<file path="config.mk">
export PLATFORM = sky130hd
export DESIGN_NAME = vid_mem_arbiter_flat
export DESIGN_NICKNAME = d
export VERILOG_FILES = /design/src/rtl/vid_mem_arbiter_if.sv /design/src/rtl/vid_mem_arbiter.sv /design/src/flat_wrapper.sv
export SDC_FILE = /design/constraint.sdc
export NUM_CORES = 1
export LEC_CHECK = 0
export BUFFER_PORTS_ARGS = -buffer_cell sky130_fd_sc_hd__buf_4
export CAP_MARGIN = 25
export CORE_UTILIZATION = 56
export CTS_CLUSTER_SIZE = 8
export DETAILED_ROUTE_END_ITERATION = 7
export PLACE_DENSITY = 0.81
export SLEW_MARGIN = 5
export SYNTH_ARGS = -nofsm -noshare
export SYNTH_HDL_FRONTEND = slang
export SYNTH_SLANG_ARGS = --single-unit
</file>
<file path="constraint.sdc">
create_clock -name clk -period 4.65 [get_ports clk]
set_input_delay 0.93 -clock clk [delete_from_list [all_inputs] [get_ports clk]]
set_output_delay 0.93 -clock clk [all_outputs]
set_load 0.02 [all_outputs]
</file>
<file path="src/rtl/vid_mem_arbiter_if.sv">
// Signal bundle between the memory arbiter and its three neighbours:
// the video fetcher, the CPU bus and the SDRAM controller front end.
interface vid_mem_arbiter_if #(
    parameter int AW = 24
);
    logic          vid_req;
    logic          vid_frame_start;
    logic [AW-1:0] fb_base;
    logic [31:0]   vid_data;
    logic          vid_valid;
    logic          vid_overflow;

    logic          cpu_req;
    logic          cpu_we;
    logic [AW-1:0] cpu_addr;
    logic [31:0]   cpu_wdata;
    logic          cpu_ack;
    logic [31:0]   cpu_rdata;

    logic          mem_valid;
    logic          mem_we;
    logic [AW-1:0] mem_addr;
    logic [31:0]   mem_wdata;
    logic          mem_ready;
    logic          mem_rvalid;
    logic [31:0]   mem_rdata;

    // Arbiter side
    modport slave (
        input  vid_req, vid_frame_start, fb_base,
        output vid_data, vid_valid, vid_overflow,
        input  cpu_req, cpu_we, cpu_addr, cpu_wdata,
        output cpu_ack, cpu_rdata,
        output mem_valid, mem_we, mem_addr, mem_wdata,
        input  mem_ready, mem_rvalid, mem_rdata
    );

    // Environment side (video controller, CPU, memory)
    modport master (
        output vid_req, vid_frame_start, fb_base,
        input  vid_data, vid_valid, vid_overflow,
        output cpu_req, cpu_we, cpu_addr, cpu_wdata,
        input  cpu_ack, cpu_rdata,
        input  mem_valid, mem_we, mem_addr, mem_wdata,
        output mem_ready, mem_rvalid, mem_rdata
    );
endinterface

</file>
<file path="src/rtl/vid_mem_arbiter.sv">
// Shares one word-addressed memory port between scanout video fetches (queued,
// prioritised) and the CPU, which is guaranteed a slot after VID_RUN video grants.
module vid_mem_arbiter #(
    parameter int AW       = 24,
    parameter int VID_PEND = 3,
    parameter int VID_RUN  = 4
) (
    input  logic               clk,
    input  logic               rst_n,
    vid_mem_arbiter_if.slave   bus
);
    localparam int PW = $clog2(VID_PEND + 1);
    localparam int RW = $clog2(VID_RUN + 1);
    localparam logic [PW-1:0] PEND_MAX = PW'(VID_PEND);
    localparam logic [RW-1:0] RUN_MAX  = RW'(VID_RUN);

    typedef enum logic [2:0] {
        S_IDLE   = 3'd0,
        S_V_ISS  = 3'd1,
        S_V_WAIT = 3'd2,
        S_C_ISS  = 3'd3,
        S_C_WAIT = 3'd4,
        S_C_DONE = 3'd5
    } state_t;

    state_t        r_state;
    state_t        w_state_next;

    logic [PW-1:0] r_pend;
    logic [AW-1:0] r_offset;
    logic [AW-1:0] r_base_q;
    logic [RW-1:0] r_run;
    logic          r_vid_drop;

    logic          r_mem_valid;
    logic          r_mem_we;
    logic [AW-1:0] r_mem_addr;
    logic [31:0]   r_mem_wdata;
    logic [31:0]   r_vid_data;
    logic          r_vid_valid;
    logic          r_vid_overflow;
    logic [31:0]   r_cpu_rdata;

    logic          w_pend_nz;
    logic          w_cpu_forced;
    logic          w_v_launch;
    logic          w_c_launch;
    logic          w_v_accept;
    logic          w_c_accept;
    logic          w_v_rdone;
    logic          w_c_rdone;
    logic          w_v_count;
    logic          w_cpu_ack;

    assign w_pend_nz    = (r_pend != '0);
    assign w_cpu_forced = bus.cpu_req && (r_run == RUN_MAX);

    always_ff @(posedge clk or negedge rst_n) begin
        if (!rst_n) begin
            r_state <= S_IDLE;
        end else begin
            r_state <= w_state_next;
        end
    end

    always_comb begin
        w_state_next = r_state;
        case (r_state)
            S_IDLE: begin
                if (w_pend_nz && !w_cpu_forced) begin
                    w_state_next = S_V_ISS;
                end else if (bus.cpu_req) begin
                    w_state_next = S_C_ISS;
                end
            end
            S_V_ISS:  if (bus.mem_ready)  w_state_next = S_V_WAIT;
            S_V_WAIT: if (bus.mem_rvalid) w_state_next = S_IDLE;
            S_C_ISS:  if (bus.mem_ready)  w_state_next = r_mem_we ? S_C_DONE : S_C_WAIT;
            S_C_WAIT: if (bus.mem_rvalid) w_state_next = S_C_DONE;
            S_C_DONE: w_state_next = S_IDLE;
            default:  w_state_next = S_IDLE;
        endcase
    end

    always_comb begin
        w_v_launch = (r_state == S_IDLE) && (w_state_next == S_V_ISS);
        w_c_launch = (r_state == S_IDLE) && (w_state_next == S_C_ISS);
        w_v_accept = (r_state == S_V_ISS) && bus.mem_ready;
        w_c_accept = (r_state == S_C_ISS) && bus.mem_ready;
        w_v_rdone  = (r_state == S_V_WAIT) && bus.mem_rvalid;
        w_c_rdone  = (r_state == S_C_WAIT) && bus.mem_rvalid;
        w_cpu_ack  = (r_state == S_C_DONE);
        // A fetch orphaned by a frame restart must not consume queue or address.
        w_v_count  = w_v_accept && !r_vid_drop;
    end

    always_ff @(posedge clk or negedge rst_n) begin
        if (!rst_n) begin
            r_pend         <= '0;
            r_offset       <= '0;
            r_base_q       <= '0;
            r_run          <= '0;
            r_vid_drop     <= 1'b0;
            r_vid_overflow <= 1'b0;
        end else begin
            if (bus.vid_frame_start) begin
                r_base_q <= bus.fb_base;
                r_offset <= '0;
                r_pend   <= bus.vid_req ? PW'(1) : '0;
            end else begin
                if (w_v_count) begin
                    r_offset <= r_offset + AW'(1);
                end
                if (bus.vid_req && !w_v_count) begin
                    if (r_pend == PEND_MAX) begin
                        r_vid_overflow <= 1'b1;
                    end else begin
                        r_pend <= r_pend + PW'(1);
                    end
                end else if (!bus.vid_req && w_v_count) begin
                    r_pend <= r_pend - PW'(1);
                end
            end

            // Includes the launch cycle: that command already carries the old base.
            if (w_v_rdone) begin
                r_vid_drop <= 1'b0;
            end else if (bus.vid_frame_start &&
                         (r_state == S_V_ISS || r_state == S_V_WAIT || w_v_launch)) begin
                r_vid_drop <= 1'b1;
            end

            if (w_c_accept) begin
                r_run <= '0;
            end else if (w_v_accept && bus.cpu_req && (r_run != RUN_MAX)) begin
                r_run <= r_run + RW'(1);
            end
        end
    end

    always_ff @(posedge clk or negedge rst_n) begin
        if (!rst_n) begin
            r_mem_valid <= 1'b0;
            r_mem_we    <= 1'b0;
            r_mem_addr  <= '0;
            r_mem_wdata <= '0;
            r_vid_data  <= '0;
            r_vid_valid <= 1'b0;
            r_cpu_rdata <= '0;
        end else begin
            if (w_v_launch) begin
                r_mem_valid <= 1'b1;
                r_mem_we    <= 1'b0;
                r_mem_addr  <= r_base_q + r_offset;
            end else if (w_c_launch) begin
                r_mem_valid <= 1'b1;
                r_mem_we    <= bus.cpu_we;
                r_mem_addr  <= bus.cpu_addr;
                r_mem_wdata <= bus.cpu_wdata;
            end else if (w_v_accept || w_c_accept) begin
                r_mem_valid <= 1'b0;
            end

            r_vid_valid <= 1'b0;
            if (w_v_rdone && !r_vid_drop && !bus.vid_frame_start) begin
                r_vid_data  <= bus.mem_rdata;
                r_vid_valid <= 1'b1;
            end

            if (w_c_rdone) begin
                r_cpu_rdata <= bus.mem_rdata;
            end
        end
    end

    assign bus.mem_valid    = r_mem_valid;
    assign bus.mem_we       = r_mem_we;
    assign bus.mem_addr     = r_mem_addr;
    assign bus.mem_wdata    = r_mem_wdata;
    assign bus.vid_data     = r_vid_data;
    assign bus.vid_valid    = r_vid_valid;
    assign bus.vid_overflow = r_vid_overflow;
    assign bus.cpu_ack      = w_cpu_ack;
    assign bus.cpu_rdata    = r_cpu_rdata;
endmodule
</file>
<file path="src/flat_wrapper.sv">
// flat-port wrapper written by rule: the top's interface ports become plain ports
module vid_mem_arbiter_flat 
#(
    parameter int AW       = 24,
    parameter int VID_PEND = 3,
    parameter int VID_RUN  = 4
)
  (clk, rst_n, bus_vid_req, bus_vid_frame_start, bus_fb_base, bus_vid_data, bus_vid_valid, bus_vid_overflow, bus_cpu_req, bus_cpu_we, bus_cpu_addr, bus_cpu_wdata, bus_cpu_ack, bus_cpu_rdata, bus_mem_valid, bus_mem_we, bus_mem_addr, bus_mem_wdata, bus_mem_ready, bus_mem_rvalid, bus_mem_rdata);
  vid_mem_arbiter_if #(.AW(AW)) bus_i ();
  input  logic clk;
  input  logic rst_n;
  input wire logic [$bits(bus_i.vid_req)-1:0] bus_vid_req;
  input wire logic [$bits(bus_i.vid_frame_start)-1:0] bus_vid_frame_start;
  input wire logic [$bits(bus_i.fb_base)-1:0] bus_fb_base;
  output wire logic [$bits(bus_i.vid_data)-1:0] bus_vid_data;
  output wire logic [$bits(bus_i.vid_valid)-1:0] bus_vid_valid;
  output wire logic [$bits(bus_i.vid_overflow)-1:0] bus_vid_overflow;
  input wire logic [$bits(bus_i.cpu_req)-1:0] bus_cpu_req;
  input wire logic [$bits(bus_i.cpu_we)-1:0] bus_cpu_we;
  input wire logic [$bits(bus_i.cpu_addr)-1:0] bus_cpu_addr;
  input wire logic [$bits(bus_i.cpu_wdata)-1:0] bus_cpu_wdata;
  output wire logic [$bits(bus_i.cpu_ack)-1:0] bus_cpu_ack;
  output wire logic [$bits(bus_i.cpu_rdata)-1:0] bus_cpu_rdata;
  output wire logic [$bits(bus_i.mem_valid)-1:0] bus_mem_valid;
  output wire logic [$bits(bus_i.mem_we)-1:0] bus_mem_we;
  output wire logic [$bits(bus_i.mem_addr)-1:0] bus_mem_addr;
  output wire logic [$bits(bus_i.mem_wdata)-1:0] bus_mem_wdata;
  input wire logic [$bits(bus_i.mem_ready)-1:0] bus_mem_ready;
  input wire logic [$bits(bus_i.mem_rvalid)-1:0] bus_mem_rvalid;
  input wire logic [$bits(bus_i.mem_rdata)-1:0] bus_mem_rdata;
  assign bus_i.vid_req = bus_vid_req;
  assign bus_i.vid_frame_start = bus_vid_frame_start;
  assign bus_i.fb_base = bus_fb_base;
  assign bus_vid_data = bus_i.vid_data;
  assign bus_vid_valid = bus_i.vid_valid;
  assign bus_vid_overflow = bus_i.vid_overflow;
  assign bus_i.cpu_req = bus_cpu_req;
  assign bus_i.cpu_we = bus_cpu_we;
  assign bus_i.cpu_addr = bus_cpu_addr;
  assign bus_i.cpu_wdata = bus_cpu_wdata;
  assign bus_cpu_ack = bus_i.cpu_ack;
  assign bus_cpu_rdata = bus_i.cpu_rdata;
  assign bus_mem_valid = bus_i.mem_valid;
  assign bus_mem_we = bus_i.mem_we;
  assign bus_mem_addr = bus_i.mem_addr;
  assign bus_mem_wdata = bus_i.mem_wdata;
  assign bus_i.mem_ready = bus_mem_ready;
  assign bus_i.mem_rvalid = bus_mem_rvalid;
  assign bus_i.mem_rdata = bus_mem_rdata;
  vid_mem_arbiter #(.AW(AW), .VID_PEND(VID_PEND), .VID_RUN(VID_RUN)) u_core (.clk(clk), .rst_n(rst_n), .bus(bus_i));
endmodule
</file>
==> results of run 1 <==
worst min path at each step:
stage                            start                      end  slack [ns]  depth (start not counted)
3_5_place_dp   u_core.bus.vid_overflow  u_core.bus.vid_overflow        0.46                          1
6_report                         rst_n      u_core.r_base_q[18]        0.36                          1
2_1_floorplan       u_core.r_base_q[0]       u_core.r_base_q[0]        0.49                          1
4_1_cts        u_core.bus.vid_overflow  u_core.bus.vid_overflow        0.48                          1
5_1_grt                          rst_n      u_core.r_base_q[18]        0.38                          1
3_3_place_gp   u_core.bus.mem_wdata[1]  u_core.bus.mem_wdata[1]        0.46                          2
state kept, by name (all words and copies together), names as in the netlist:
| register | flops |
|---|---|
| u_core.bus.vid_valid | 1 |
| u_core.bus.vid_data | 32 |
| u_core.bus.mem_valid | 1 |
| u_core.bus.mem_addr | 24 |
| u_core.bus.cpu_rdata | 32 |
| u_core.r_state | 3 |
| u_core.r_base_q | 24 |
| u_core.r_vid_drop | 1 |
| u_core.r_offset | 24 |
| u_core.r_run | 3 |
| u_core.bus.mem_wdata | 32 |
| u_core.bus.mem_we | 1 |
| u_core.bus.vid_overflow | 1 |
| u_core.r_pend | 2 |
power by group through the flow:
stage	clock network, W	logic, W	registers, W
floorplan	0	0.000864	0.00295
global placement	0	0.00253	0.00242
detailed placement	0	0.00257	0.00245
CTS	0.00148	0.00259	0.00242
global route	0.00155	0.00275	0.00249
finish	0.00146	0.00257	0.00242
through the flow:
stage          total power [W]  std cells  hold slack [ns]   util  instance area (um^2)
4_1_cts                0.00649       1268            0.476  0.755                 11000
6_report               0.00646       1270            0.361  0.757                 11000
5_1_grt                0.00678       1269            0.375  0.757                 11000
2_1_floorplan          0.00381        839            0.487      -                  8430
3_5_place_dp           0.00502       1236            0.461  0.714                 10400
3_3_place_gp           0.00495       1236            0.459  0.714                 10400
logic make-up (layout without fill, tap and decap cells):
logic type / after synthesis / count (layout) / share of synthesized area
AO/OA/AOI/OAI: 135 / 135 / 0.102
XOR/XNOR: 42 / 42 / 0.0436
adder cells (fa/ha/maj): 27 / 27 / 0.0409
buffers and inverters: 54 / 300 / 0.0264
flip-flops: 181 / 181 / 0.537
multiplexers: 58 / 58 / 0.0772
other: 0 / 1 / 0
AND/OR/NAND/NOR: 342 / 342 / 0.173
final cells by class:
cell class / instances / area, um^2 / share of cell area
sequential: 181 / 4530 / 0.410
multi-input combinational: 604 / 3700 / 0.335
timing repair buffer: 251 / 1920 / 0.174
clock buffer: 17 / 425 / 0.0385
tap: 184 / 230 / 0.0208
clock inverter: 15 / 169 / 0.0153
inverter: 17 / 63.8 / 0.00578
antenna: 1 / 2.50 / 0.000227
cells in the mapped netlist (6+ instances only):
| cell | n |
|---|---|
| xnor2_1 | 18 |
| nor3_1 | 8 |
| nand4_1 | 8 |
| and3_1 | 6 |
| inv_1 | 17 |
| nand2_1 | 240 |
| dfrtp_1 | 181 |
| mux2_2 | 56 |
| clkbuf_1 | 23 |
| a21o_1 | 9 |
| o21ai_0 | 35 |
| a22oi_1 | 20 |
| xor2_1 | 24 |
| a21oi_1 | 33 |
| nand3_1 | 15 |
| buf_2 | 13 |
| nor2_1 | 39 |
| ha_1 | 26 |
routing by layer:
| metal | GRT usage | vias to the layer above | share of wire |
|---|---|---|---|
| met5 | 0 | - | 0 |
| met2 | 0.506 | 236 | 0.49 |
| met4 | 0.114 | 0 | 0.027 |
| li1 | - | 3328 | - |
| met1 | 0.390 | 3442 | 0.42 |
| met3 | 0.0674 | 39 | 0.062 |
==> reports/metrics.yaml, run 1 <==
p_seq_frac: 0.375
tns_ns: 0
cpMaxStageDelayCell: "nand2b_1"
internal-power_w: 0.00400
powerDensity_mw_per_mm2: 585
root_buffer: "clkbuf_16"
worstMarginPinSlew_ns: 1.02
design.core.area_mm2: 0.0146
synth-edff-count: 0
ys_ff_latch: 181
outcome: "finished clean"
synthesis.area_mm2: 0.00843
wl_um: 22900
drtIter0Drc: 504
drv_cap: 0
synth_area_per_cell_um2: 10.1
cp_max_fo: 34
portBuffers: 244
rrSetupSlack_ns: 1.91
pre_cts_ws_ns: 1.62
area_delta_synth_final_pct: 30.9
antenna_found_initial: 1
layout_commonest_cell: "buf_4"
synth.area.top_cells: "dfrtp_1 (54%), nand2_1 (11%), mux2_2 (7.5%)"
fill_cells: 1039
switching_power_w: 0.00246
layout-drive-gt1-share: 0.324
grt_max_degree: 104
num_vias: 7045
reg2regPathDepth: 7
ir_worst_vdd_v: 0.000272
post_cts_buffers: 0
route.detailed.drc: 0
die_y_um: 125
die-area_mm2: 0.0156
cts_tree: "built"
cp-startpoint: "u_core.r_state[0]"
yosysUniqueCellTypes: 57
endpoint: "u_core.bus.mem_addr[19]"
min_path_type: "primary input to async pin"
period_minus_slack_ns: 2.74
timing.rr.end: "u_core.bus.mem_addr[19]"
ctsResizeCount: 0
start_util: 0.578
rsz0062_at_grt: "false"
min_period_over_period: 0.589
cts_sinks: 181
r2r-start: "u_core.r_state[0]"
die_x_um: 125
numCtsBuffers: 17
post_drt_wl_per_cell_um: 18.1
htreeDepth: 4
drt_pre_antenna_iters: 5
worst-path-buf-inv: 1
yosysTopAreaCellShare: 0.537
grt_pass1_wl_um: 36700
synth_seq_area_share: 0.537
finalSetupViolations: 0
hold_buffers: 0
drv_slew: 0
synthFlopType: "dfrtp_1"
crit_type: "register to register"
ys_async_sr_fraction: 1.00
grt_pass1_vias: 6962
synth.largest_area_cell: "dfrtp_1"
grt_overflow: 0
syn_inst: 839
finalHoldViolCount: 0
synth_nets: 986
clockBufferDepth: 2
fmax_mhz: 365
routed_via_density: 5.55
crit_path_end_kind: "register"
p_comb_frac: 0.399
nets: 1219
power.leakage_nw: 5.59
clk_latency_ns: 0.44
rows: 44
yosys_warnings: 0
grtUsageTotal: 0.304
ant_nets: 0
clkPwrFrac: 0.226
max_stage_delay_ns: 0.76
switching_share: 0.381
cp_data_arrival_time_ns: 3.06
cp-start-kind: "register"
crit_path_cell_trace: "nor3_1 > nand3_1 > buf_4 > nand2b_1 > o31ai_1 > a221oi_1 > nand2_1"
gp_congestion: 0.874
cp_top_family: "simple AND/OR/NAND/NOR gates"
final.setup.worst_slack_ns: 1.91
fin_worst_skew_ns: 0.0106
slew_headroom: 0.320
crit_required_ns: 4.97
hpwl_um: 16500
ios: 245
layout_common_cells: "buf_4 (248), nand2_1 (240), dfrtp_1 (181), mux2_2 (56), nor2_1 (39)"
crit_cells: 7
clk_pin_slew_ns: 0.07
(Power assumes the default switching activity.)
==> run 2: changes to the inputs <==
--- a/config.mk
+++ b/config.mk
@@ -7,10 +7,10 @@
 export LEC_CHECK = 0
 export BUFFER_PORTS_ARGS = -buffer_cell sky130_fd_sc_hd__buf_4
 export CAP_MARGIN = 25
-export CORE_UTILIZATION = 56
+export CORE_UTILIZATION = 47
 export CTS_CLUSTER_SIZE = 8
 export DETAILED_ROUTE_END_ITERATION = 7
-export PLACE_DENSITY = 0.81
+export PLACE_DENSITY = 0.72
 export SLEW_MARGIN = 5
 export SYNTH_ARGS = -nofsm -noshare
 export SYNTH_HDL_FRONTEND = slang
==> constraint.sdc (replaced) <==
create_clock -name clk -period 2.35 [get_ports clk]
set_input_delay 0.47 -clock clk [delete_from_list [all_inputs] [get_ports clk]]
set_output_delay 0.47 -clock clk [all_outputs]
set_load 0.02 [all_outputs]
==> run 2 against run 1 <==
Against the previous run:
- critical endpoint is now u_core.bus.mem_addr[20]
- combinational power increased by 100%
- via count is essentially flat
- clock power up 95%
- first-iteration DRC count decreased by 45%
- worst hold slack worse by 0.13 ns
- flip-flop and latch count is the same
- count of clock-buffer cells in the layout rose by 2
- core utilization decreased by 9.9 points
- final area up 3.8%
==> reports/metrics.yaml, run 2 (synthesis results as in run 1) <==
grt_max_degree: 56  # -46%
max_stage_delay_ns: 0.35  # -0.41 ns
portBuffers: 244  # unchanged
cp_data_arrival_time_ns: 2.66  # -0.40 ns
drv_slew: 0  # unchanged
layout-drive-gt1-share: 0.359  # +0.0348
p_seq_frac: 0.371  # -0.004
internal-power_w: 0.00806  # +100%
gp_congestion: 0.865  # -1.0%
power.leakage_nw: 5.78  # +3.4%
cp-start-kind: "register"
die-area_mm2: 0.0185  # +19%
routed_via_density: 5.23  # -5.7%
layout_common_cells: "buf_4 (283), nand2_1 (240), dfrtp_1 (181), mux2_2 (56), nor2_1 (39)"
cp_top_family: "compound AO/OA/AOI/OAI gates"
crit_path_end_kind: "register"
powerDensity_mw_per_mm2: 1110  # +91%
clk_latency_ns: 0.43  # about the same
crit_required_ns: 2.66  # -2.31 ns
hpwl_um: 16400  # -0.33%
numCtsBuffers: 17  # unchanged
crit_path_cell_trace: "ha_2 > fa_2 > a21oi_4 > o211ai_1 > o2111ai_2 > a211oi_2 > o21ai_1 > a21o_1 > a31o_2"
outcome: "finished clean"
post-route-util: 0.658  # -0.0991
nets: 1256  # +3.0%
ant_nets: 0  # unchanged
cts_sinks: 181  # unchanged
hold_ws_ns: 0.232  # -0.128 ns
root_buffer: "clkbuf_16"
clkPwrFrac: 0.223  # -0.003
wl_um: 22200  # -3.4%
cpMaxStageDelayCell: "dfrtp_1"
worstMarginPinSlew_ns: 0.587  # -0.432 ns
p_comb_frac: 0.407  # +0.008
finalSetupViolations: 0  # unchanged
area_delta_synth_final_pct: 35.8
grt_pass1_wl_um: 33800  # -8.0%
antenna_found_initial: 1  # unchanged
switching_share: 0.369  # -0.0116
fill_cells: 1382  # +33%
drt_pre_antenna_iters: 4  # -1
grtUsageTotal: 0.238  # -0.0660
switching_power_w: 0.00471  # +92%
min_path_type: "primary input to register"
clk_pin_slew_ns: 0.07  # about the same
final.setup.worst_slack_ns: 0.00500  # -1.91 ns
drtIter0Drc: 279  # -45%
grt_pass1_vias: 6671  # -4.2%
pre_cts_ws_ns: -0.163  # -1.78 ns
worst-path-buf-inv: 0  # -1
start_util: 0.484  # -0.0938
place_inst: 1312  # +6.1%
design.core.area_mm2: 0.0174  # +19%
cts_tree: "built"
slew_headroom: 0.609  # +0.288
power_w: 0.0128  # +98%
rsz0062_at_grt: "true"
num_vias: 7049  # +0.057%
die_y_um: 136  # +9.0%
drv_cap: 0  # unchanged
min_period_over_period: 0.998  # +0.409
die_x_um: 136  # +9.0%
layout_commonest_cell: "buf_4"
fin_worst_skew_ns: 0.0106  # -0.0000219 ns
ir_worst_vdd_v: 0.000765  # +180%
route.detailed.drc: 0  # unchanged
period_minus_slack_ns: 2.34  # -0.392 ns
htreeDepth: 4  # unchanged
rows: 48  # +9.1%
stdcell_count: 1347  # +6.1%
post_drt_wl_per_cell_um: 16.4  # -9.0%
finalHoldViolCount: 0  # unchanged
n_antenna_cell: 0  # -1
grt_overflow: 0  # unchanged
ios: 245  # unchanged
clockBufferDepth: 2  # unchanged
crit_type: "register to register"
seq_area_mm2: 0.00453  # unchanged
fmax_mhz: 426  # +17%
cp_max_fo: 4  # -88%
multi_input_area_mm2: 0.00379  # +2.3%
[run 2: changes by cell type in the layout (fill, tap and decap cells not counted), moves of 3 or more]
cell        delta
a21oi_1        -6
a21oi_2        +5
clkinvlp_4     -3
o21ai_0        -3
buf_4         +35
[run 2: cell type report]
class                           instances  share of cell area
Clock buffer                           19              0.0387
Clock inverter                         13              0.0128
Inverter                               17             0.00557
Multi-Input combinational cell        604               0.330
Sequential cell                       181               0.395
Tap cell                              225              0.0246
Timing Repair Buffer                  288               0.193
[run 2: what timing repair did]
action	in CTS	in global routing
hold buffers	1	0
setup endpoints to repair	9	13
buffers inserted	0	2
endpoints found under the hold margin	5	0
gates resized for setup	6	16
pin swaps	0	2
[run 2: worst paths after layout]
kind / slack, ns / start / endpoint / cells after the start
max: 0.005 / u_core.r_base_q[0] / u_core.bus.mem_addr[20] / 9
min: 0.23 / bus_cpu_wdata[7] / u_core.bus.mem_wdata[7] / 3
max reg2reg: 0.005 / u_core.r_base_q[0] / u_core.bus.mem_addr[20] / 9
min reg2reg: 0.48 / u_core.bus.vid_overflow / u_core.bus.vid_overflow / 1
max in group asynchronous: 1.12 / rst_n / u_core.bus.mem_wdata[12] / 3
min in group asynchronous: 0.55 / rst_n / u_core.r_base_q[16] / 2
[run 2: power groups by stage]
stage	sequential [W]	clock, W	combinational (W)
finish	0.00473	0.00284	0.00519
floorplan	0.00584	0	0.00171
global route	0.00485	0.00303	0.00562
detailed placement	0.00479	0	0.00523
CTS	0.00473	0.00290	0.00525
global placement	0.00474	0	0.00516
[run 2: worst register-to-register path: cells and delay by family (launching register included)]
kind	cells	cell delay (ns)
adder cells (fa/ha/maj)	2	0.46
flip-flops	1	0.35
AO/OA/AOI/OAI	7	1.41
[run 2: stage by stage]
step | area [um^2] | setup TNS (ns)
after floorplan | 8430 | 0
after global placement | 10800 | -0.250
after detailed placement | 10800 | -0.552
after CTS | 11400 | -0.0357
after global routing | 11500 | -0.192
final | 11500 | 0
[run 2: metal layers]
layer,vias to the layer above,wire length (um),share of wire,global-route usage
met3,29,1470,0.066,0.0611
li1,3421,-,-,-
met1,3385,9140,0.41,0.292
met2,212,11100,0.50,0.411
met5,-,11,0.00050,0
met4,2,421,0.019,0.0728
